File: config.mk
export PLATFORM = sky130hd
export DESIGN_NAME = frv_mem_arbiter
export DESIGN_NICKNAME = d
export VERILOG_FILES = /design/src/rtl/frv_mem_arb_pkg.sv /design/src/rtl/frv_mem_arb_idfifo.sv /design/src/rtl/frv_mem_arbiter.sv
export SDC_FILE = /design/constraint.sdc
export NUM_CORES = 1
export LEC_CHECK = 0
export BUFFER_PORTS_ARGS = -buffer_cell sky130_fd_sc_hd__buf_2
export CORE_AREA = 2 2 124 126
export DETAILED_ROUTE_END_ITERATION = 12
export DIE_AREA = 0 0 126 128
export SLEW_MARGIN = 15
export SYNTH_ARGS = -nofsm -noshare
export SYNTH_HDL_FRONTEND = slang
export SYNTH_SLANG_ARGS = --single-unit
File: constraint.sdc
create_clock -name g_clk -period 2 [get_ports g_clk]
set_input_delay 0.2 -clock g_clk [delete_from_list [all_inputs] [get_ports g_clk]]
set_output_delay 0.2 -clock g_clk [all_outputs]
set_load 0.01 [all_outputs]
File: src/rtl/frv_mem_arb_pkg.sv
// rtl/frv_mem_arb_pkg.sv - shared constants and helpers for the imem/dmem arbiter
//
// Purpose: source IDs stored in the ID FIFO, request bus field widths and
//          a pointer-width helper used by the FIFO.
// Ports:   none (package)
package frv_mem_arb_pkg;

  localparam logic ARB_SRC_IMEM = 1'b0;
  localparam logic ARB_SRC_DMEM = 1'b1;

  localparam int ADDR_W = 32;
  localparam int DATA_W = 32;
  localparam int STRB_W = 4;

  // A DEPTH of 1 still needs a 1-bit pointer to be a legal vector.
  function automatic int arb_ptr_w(input int depth);
    return (depth > 1) ? $clog2(depth) : 1;
  endfunction

endpackage

File: src/rtl/frv_mem_arb_idfifo.sv
// rtl/frv_mem_arb_idfifo.sv - in-order source-ID FIFO for outstanding requests
//
// Purpose: remembers which channel issued each accepted request so responses
//          can be routed back in order.
// Ports:   g_clk, g_resetn    clock, synchronous active-low reset
//          push, push_src     write push_src at the write pointer
//          pop                retire the head entry
//          full, empty, head  status and current head source ID
module frv_mem_arb_idfifo
  import frv_mem_arb_pkg::*;
#(
  parameter int DEPTH = 2
) (
  input  logic g_clk,
  input  logic g_resetn,
  input  logic push,
  input  logic push_src,
  input  logic pop,
  output logic full,
  output logic empty,
  output logic head
);

  localparam int PTR_W = arb_ptr_w(DEPTH);
  localparam int CNT_W = $clog2(DEPTH + 1);

  logic [DEPTH-1:0] mem;
  logic [PTR_W-1:0] rd_ptr;
  logic [PTR_W-1:0] wr_ptr;
  logic [CNT_W-1:0] count;

  function automatic logic [PTR_W-1:0] ptr_inc(input logic [PTR_W-1:0] p);
    return (p == PTR_W'(DEPTH - 1)) ? '0 : p + 1'b1;
  endfunction

  assign full  = (count == CNT_W'(DEPTH));
  assign empty = (count == '0);
  assign head  = mem[rd_ptr];

  // Entry storage needs no reset: count gates every use of head.
  always_ff @(posedge g_clk) begin
    if (push) begin
      mem[wr_ptr] <= push_src;
    end
  end

  // When full with a simultaneous pop, wr_ptr == rd_ptr: the head is read
  // combinationally this cycle and the freed slot is overwritten at the edge.
  always_ff @(posedge g_clk) begin
    if (!g_resetn) begin
      rd_ptr <= '0;
      wr_ptr <= '0;
      count  <= '0;
    end else begin
      if (push) begin
        wr_ptr <= ptr_inc(wr_ptr);
      end
      if (pop) begin
        rd_ptr <= ptr_inc(rd_ptr);
      end
      case ({push, pop})
        2'b10:   count <= count + 1'b1;
        2'b01:   count <= count - 1'b1;
        default: count <= count;
      endcase
    end
  end

endmodule

File: src/rtl/frv_mem_arbiter.sv
// rtl/frv_mem_arbiter.sv - two-into-one imem/dmem arbiter onto one memory channel
//
// Purpose: merges the instruction and data request channels onto a single
//          request/response channel; responses return in order and are
//          steered back to the issuing channel via an ID FIFO.
//          Optional macro FRV_MEM_ARB_RR_EN: round-robin tie break
//          (default build: dmem always wins a tie).
// Ports:   g_clk, g_resetn                  clock, synchronous active-low reset
//          imem_*/dmem_*                    upstream channels (req/gnt, wen,
//                                           strb, wdata, addr, recv/ack,
//                                           error, rdata)
//          m_*                              merged downstream channel
module frv_mem_arbiter
  import frv_mem_arb_pkg::*;
#(
  parameter int DEPTH = 2
) (
  input  logic              g_clk,
  input  logic              g_resetn,

  input  logic              imem_req,
  output logic              imem_gnt,
  input  logic              imem_wen,
  input  logic [STRB_W-1:0] imem_strb,
  input  logic [DATA_W-1:0] imem_wdata,
  input  logic [ADDR_W-1:0] imem_addr,
  output logic              imem_recv,
  input  logic              imem_ack,
  output logic              imem_error,
  output logic [DATA_W-1:0] imem_rdata,

  input  logic              dmem_req,
  output logic              dmem_gnt,
  input  logic              dmem_wen,
  input  logic [STRB_W-1:0] dmem_strb,
  input  logic [DATA_W-1:0] dmem_wdata,
  input  logic [ADDR_W-1:0] dmem_addr,
  output logic              dmem_recv,
  input  logic              dmem_ack,
  output logic              dmem_error,
  output logic [DATA_W-1:0] dmem_rdata,

  output logic              m_req,
  input  logic              m_gnt,
  output logic              m_wen,
  output logic [STRB_W-1:0] m_strb,
  output logic [DATA_W-1:0] m_wdata,
  output logic [ADDR_W-1:0] m_addr,
  input  logic              m_recv,
  output logic              m_ack,
  input  logic              m_error,
  input  logic [DATA_W-1:0] m_rdata
);

  logic sel;
  logic dmem_pri;
  logic can_push;
  logic push;
  logic pop;
  logic fifo_full;
  logic fifo_empty;
  logic head;
  logic head_valid;

`ifdef FRV_MEM_ARB_RR_EN
  // last_sel holds the source of the most recent accepted request; a tie
  // goes to the other channel.
  logic last_sel;

  assign dmem_pri = (last_sel == ARB_SRC_IMEM);

  always_ff @(posedge g_clk) begin
    if (!g_resetn) begin
      last_sel <= ARB_SRC_IMEM;
    end else if (push) begin
      last_sel <= sel;
    end
  end
`else
  assign dmem_pri = 1'b1;
`endif

  assign sel = (dmem_req && (!imem_req || dmem_pri)) ? ARB_SRC_DMEM : ARB_SRC_IMEM;

  // Request path. A pop in the same cycle frees a slot, so a full FIFO can
  // still accept.
  assign can_push = !fifo_full || pop;
  assign m_req    = (imem_req || dmem_req) && can_push;
  assign push     = m_req && m_gnt;

  assign imem_gnt = m_gnt && can_push && (sel == ARB_SRC_IMEM) && imem_req;
  assign dmem_gnt = m_gnt && can_push && (sel == ARB_SRC_DMEM) && dmem_req;

  always_comb begin
    m_wen   = imem_wen;
    m_strb  = imem_strb;
    m_wdata = imem_wdata;
    m_addr  = imem_addr;
    if (sel == ARB_SRC_DMEM) begin
      m_wen   = dmem_wen;
      m_strb  = dmem_strb;
      m_wdata = dmem_wdata;
      m_addr  = dmem_addr;
    end
  end

  // Response path. A response arriving with nothing outstanding is dropped:
  // no recv and no ack are produced.
  assign head_valid = !fifo_empty;
  assign imem_recv  = m_recv && head_valid && (head == ARB_SRC_IMEM);
  assign dmem_recv  = m_recv && head_valid && (head == ARB_SRC_DMEM);
  assign m_ack      = head_valid && ((head == ARB_SRC_DMEM) ? dmem_ack : imem_ack);
  assign pop        = m_recv && m_ack;

  assign imem_rdata = imem_recv ? m_rdata : '0;
  assign imem_error = imem_recv && m_error;
  assign dmem_rdata = dmem_recv ? m_rdata : '0;
  assign dmem_error = dmem_recv && m_error;

  frv_mem_arb_idfifo #(
    .DEPTH (DEPTH)
  ) u_idfifo (
    .g_clk    (g_clk),
    .g_resetn (g_resetn),
    .push     (push),
    .push_src (sel),
    .pop      (pop),
    .full     (fifo_full),
    .empty    (fifo_empty),
    .head     (head)
  );

endmodule

Yosys cells after proc, flatten, opt, wreduce, memory -nomap -nowiden --
Cells that the tools add are included.
Cells by class: $add $sub $neg 4, $lt $le $gt $ge 3, equal/unequal tests 3, mux-type cells 16, bitwise gates (word level) 2, reduce and logical (&&, ||, !) cells 21
Operator list (number):
- 32-bit 2-to-1 mux | 4
- 1-bit logical AND | 15
- 1-bit 2-to-1 mux | 8
- 2-bit == test (second input constant) | 2
- 1-bit by 2-bit less-than comparator with 1-bit output (second input constant) | 2
- 4-bit 2-to-1 mux | 1
- 2-bit one-hot mux with 2 select lines | 1
- 1-bit adder (second input constant) | 2
- 2-bit by 1-bit adder with 2-bit output (second input constant) | 1
- 2-bit bitwise mux | 1
- 2-bit by 1-bit == test with 1-bit output (second input constant) | 1
- 1-bit zero test | 2
- 2-bit zero test | 1
- 1-bit logical OR | 2
- 1-bit NOT | 2
- 2-bit nonzero test | 1
- 2-bit by 1-bit subtractor with 2-bit output (second input constant) | 1
- 1-bit demux with 1-bit select | 1
- 1-bit >= comparator (second input constant) | 1
Storage, ports and cells: register bits 6, input port bits 179, output and inout port bits 141, logic and storage cells 53

Depth between registers and ports, before layout --
depth after elaboration 10, mapped depth 8, gate-level depth less buffers 8

Hierarchy --
Synthesis repeated with hierarchy kept, for this count alone.
Second synthesis, totals: cell total of the unflattened synthesis 187, area, all modules 1610.3 µm²
Modules (own cells, without submodules):
- frv_mem_arbiter | times used 1, cells each 164, area an instance 1348.8 µm², sequential area each 0.0 µm²
- frv_mem_arb_idfifo | times used 1, cells each 23, area an instance 261.5 µm², sequential area each 140.1 µm²

Worst setup path before layout --
OpenSTA, ideal clock, no wires.
path kind register to register, from reg u_idfifo.rd_ptr, to reg u_idfifo.count[1], setup time 0.076 ns, arrival time 2.114 ns, required time 1.924 ns, path slack -0.189 ns, stages on the path, launching flop included 8, path buffers 0, clock period less this slack 2.189 ns, cells stage by stage dfxtp_1 -> mux2i_2 -> mux2i_1 -> o21ai_1 -> or2_1 -> ha_1 -> or3_1 -> a21boi_0
Between the ends: cells in the longest elaborated chain, start to end 10, elaborated cells between the ends (all ways) 12, those cells by class eq/ne: 2; mux: 4; reduce/logical: 6
RTL lines:
- start: declaration | line frv_mem_arb_idfifo.sv:28 | logic [PTR_W-1:0] rd_ptr;
- start signal: assignment | line frv_mem_arb_idfifo.sv:59 | rd_ptr <= ptr_inc(rd_ptr);
- 1-bit 2-to-1 mux (implied by the code) * (2 in a row) | line frv_mem_arb_idfifo.sv:38 | assign head = mem[rd_ptr];
- 1-bit 2-to-1 mux * | line frv_mem_arbiter.sv:112 | assign m_ack = head_valid && ((head == ARB_SRC_DMEM) ? dmem_ack : imem_ack);
- 1-bit logical AND * | line frv_mem_arbiter.sv:112
- 1-bit logical AND * | line frv_mem_arbiter.sv:113 | assign pop = m_recv && m_ack;
- 1-bit logical OR | line frv_mem_arbiter.sv:87 | assign can_push = !fifo_full || pop;
- 1-bit logical AND | line frv_mem_arbiter.sv:88 | assign m_req = (imem_req || dmem_req) && can_push;
- 1-bit logical AND | line frv_mem_arbiter.sv:89 | assign push = m_req && m_gnt;
- 2-bit by 1-bit == test with 1-bit output or 2-bit == test (tied branches) | line frv_mem_arb_idfifo.sv:61 | case ({push, pop})
- 2-bit one-hot mux with 2 select lines or 2-bit nonzero test (tied branches)
- end signal: assignment | line frv_mem_arb_idfifo.sv:62 | 2'b10: count <= count + 1'b1;
- end signal: assignment | line frv_mem_arb_idfifo.sv:63 | 2'b01: count <= count - 1'b1;
- end signal: assignment | line frv_mem_arb_idfifo.sv:64 | default: count <= count;
- end: declaration | line frv_mem_arb_idfifo.sv:30 | logic [CNT_W-1:0] count;
Every way passes the cells marked *; elsewhere a longest branch is shown, timed or not. The select of a mux whose other input is x is not followed. A chain may end at the register's enable or synchronous reset.

Final worst setup path --
Same ends and word-level chain as after synthesis.

==> qor.yml <==
gp_congestion: 0.861
rsz0062_at_grt: "true"
fp.dieArea_um2: 16100
fin_util: 0.242
vias_per_cell: 3.78
top_layer_used: "met5"
wl_met2_mm: 5.67
drtPass1Iterations: 4
h-tree-depth: 1
ys_seq_area_frac: 0.0856
worstSetupEndpointType: "flop"
netlist_instances: 195
die_w_um: 126
p_per_area_nw_per_um2: 392
num_vias: 2651
clock-sinks: 6
cp_max_fo: 2
core_area_um2: 14900
synthMostInstantiatedCell: "mux2_2"
final-seq-area_um2: 141
nNetsFinal: 693
synth_seq_cells: 6
drc: 0
cp.arrival_ns: 2.15
wl_mm: 10.8
grtUsageTotal: 0.125
dieHeight_um: 128
syn-num-nets: 375
path_clk_slew_ns: 0.03
yosysWarnings: 0
post-dp-hpwl_mm: 9.88
cts_max_path_buffers: 2
synth.cell_area_um2: 1640
tightest_slew_ns: 0.388
drive_gt1_frac: 0.791
synth-edff-count: 2
overflow: 0
ir_worst_vdd_v: 0.000193
grt_max_degree: 74
cts_made_buffers: 3
hold_path.class: "input pin to flop"
synth.distinct_cells: 25
drt-initial-drc-count: 43
fmax_mhz: 504
setup_viol_count_final: 0
multi_input_area_um2: 1460
path_class: "flop to flop"
synth_area_leaders: "mux2_2 (47%), and2_1 (26%), dfxtp_1 (4.9%)"
postCtsHoldBufs: 0
hold_path_startpoint: "g_resetn"
cp.required_ns: 2.16
detail-route-antenna-nets: 0
fin_skew_ns: 0.000414
hold_viol_final: 0
numPortBuffers: 319
wl_met3_mm: 1.26
post-route-period-util: 0.993
cts-root-buf: "clkbuf_16"
first_global_vias: 2469
period_needed_ns: 1.99
crit_path_start: "u_idfifo.rd_ptr"
ys_async_sr_fraction: 0
initial_utilization: 0.110
r2r-start: "u_idfifo.rd_ptr"
cap_violations: 0
synth_area_per_cell_um2: 8.39
synth_area_leader_cell: "mux2_2"
synth_top_cell_area_share: 0.475
hold-worst-slack_ns: 0.303
synthTopCellsByCount: "mux2_2 (69), and2_1 (67), buf_2 (9), nor2_1 (8), clkbuf_1 (5)"
grt_pass1_wl_mm: 14.9
drv_slew: 0
syn_to_final_growth_pct: 120
wl_per_cell_um: 15.4
clk-insertion-delay-late_ns: 0.23
num_rows: 45
cts_tree: "yes"
p_leak_nw: 2.06
relSlewSlack: 0.741
fill_cells: 1640
cp-start-kind: "flop"
wl_met1_mm: 3.84
status: "completed"
antenna_found_initial: 5
ioPinCount: 320
synth-main-ff-cell: "dfxtp_1"
path summary, 6_finish.rpt:
kind | to | slack, ns | cells after the start
setup reg to reg | u_idfifo.count[1] | 0.01 | 8
setup / recovery | u_idfifo.count[1] | 0.01 | 8
hold / removal | u_idfifo.rd_ptr | 0.30 | 3
hold reg to reg | u_idfifo.count[1] | 0.52 | 2
placed cells by master (no fill, tap or decap), drive strengths merged:
master / synthesis / layout
a21boi: 1 / 1
and2: 67 / 67
and2b: 1 / 1
buf: 9 / 327
clkbuf: 5 / 4
dfxtp: 4 / 4
diode: 0 / 2
edfxtp: 2 / 2
ha: 1 / 1
inv: 2 / 2
mux2: 69 / 69
mux2i: 4 / 4
nand2: 4 / 4
nand2b: 2 / 2
nand3: 2 / 2
nand4: 1 / 1
nor2: 8 / 8
nor3: 2 / 2
nor3b: 2 / 2
o211ai: 1 / 1
o21ai: 3 / 3
or2: 1 / 1
or3: 2 / 2
xnor2: 2 / 2
registers in the layout, indices dropped and copies added (netlist names):
signal / count
u_idfifo.wr_ptr: 1
u_idfifo.count: 2
u_idfifo.rd_ptr: 1
u_idfifo.mem: 2
kinds of logic (layout without fill, tap and decap cells):
family,after synthesis,in the layout,synth area share
compound gates,5,5,0.0183
xor+xnor,2,2,0.0107
fa+ha+maj,1,1,0.00764
buf+inv,16,333,0.0436
flops,6,6,0.0856
mux,73,73,0.502
other cells,0,2,0
simple gates,92,92,0.333
metal layers:
metal / vias to the layer above / GRT usage
met5: - / 0
met4: 4 / 0.0175
met3: 8 / 0.0526
met2: 192 / 0.239
met1: 1141 / 0.129
li1: 1306 / -
worst max-delay path: stages (launching register included):
cell      delay (ns)
dfxtp_2         0.35
mux2i_4         0.25
mux2i_2         0.28
o21ai_2         0.10
or2_1           0.24
ha_4            0.17
xnor2_1         0.12
or3_1           0.30
a21boi_1        0.12
layout make-up:
type                       instances  share of cell area
clock buffer                       4              0.0219
timing repair buffer             327               0.464
antenna                            2             0.00139
multi-input combinational        173               0.406
inverter                           2             0.00209
tap                              188              0.0654
sequential                         6              0.0393
through the flow:
| stage | power, mW | instance area (um2) | std cells | setup WS (ns) | setup TNS, ns |
|---|---|---|---|---|---|
| floorplan | 0.617 | 1670 | 195 | -0.0405 | -0.0405 |
| global placement | 1.08 | 3510 | 696 | 0.00945 | 0 |
| detailed placement | 1.08 | 3510 | 696 | 0.00338 | 0 |
| CTS | 1.43 | 3590 | 700 | 0.00808 | 0 |
| global route | 1.51 | 3590 | 700 | -0.0899 | -0.0899 |
| finish | 1.41 | 3600 | 702 | 0.0150 | 0 |
report_power, final:
part / internal [mW] / total [mW] / switching, mW
clock: 0.265 / 0.337 / 0.0718
combinational: 0.477 / 0.904 / 0.427
sequential: 0.147 / 0.167 / 0.0205
what timing repair did:
action | CTS | global route
buffers inserted | 0 | 0
gates resized for setup | 0 | 1
cloned | 0 | 0
setup endpoints to repair | 1 | 2
pin swaps | 1 | 0
Power figures use the tool's default switching activity.
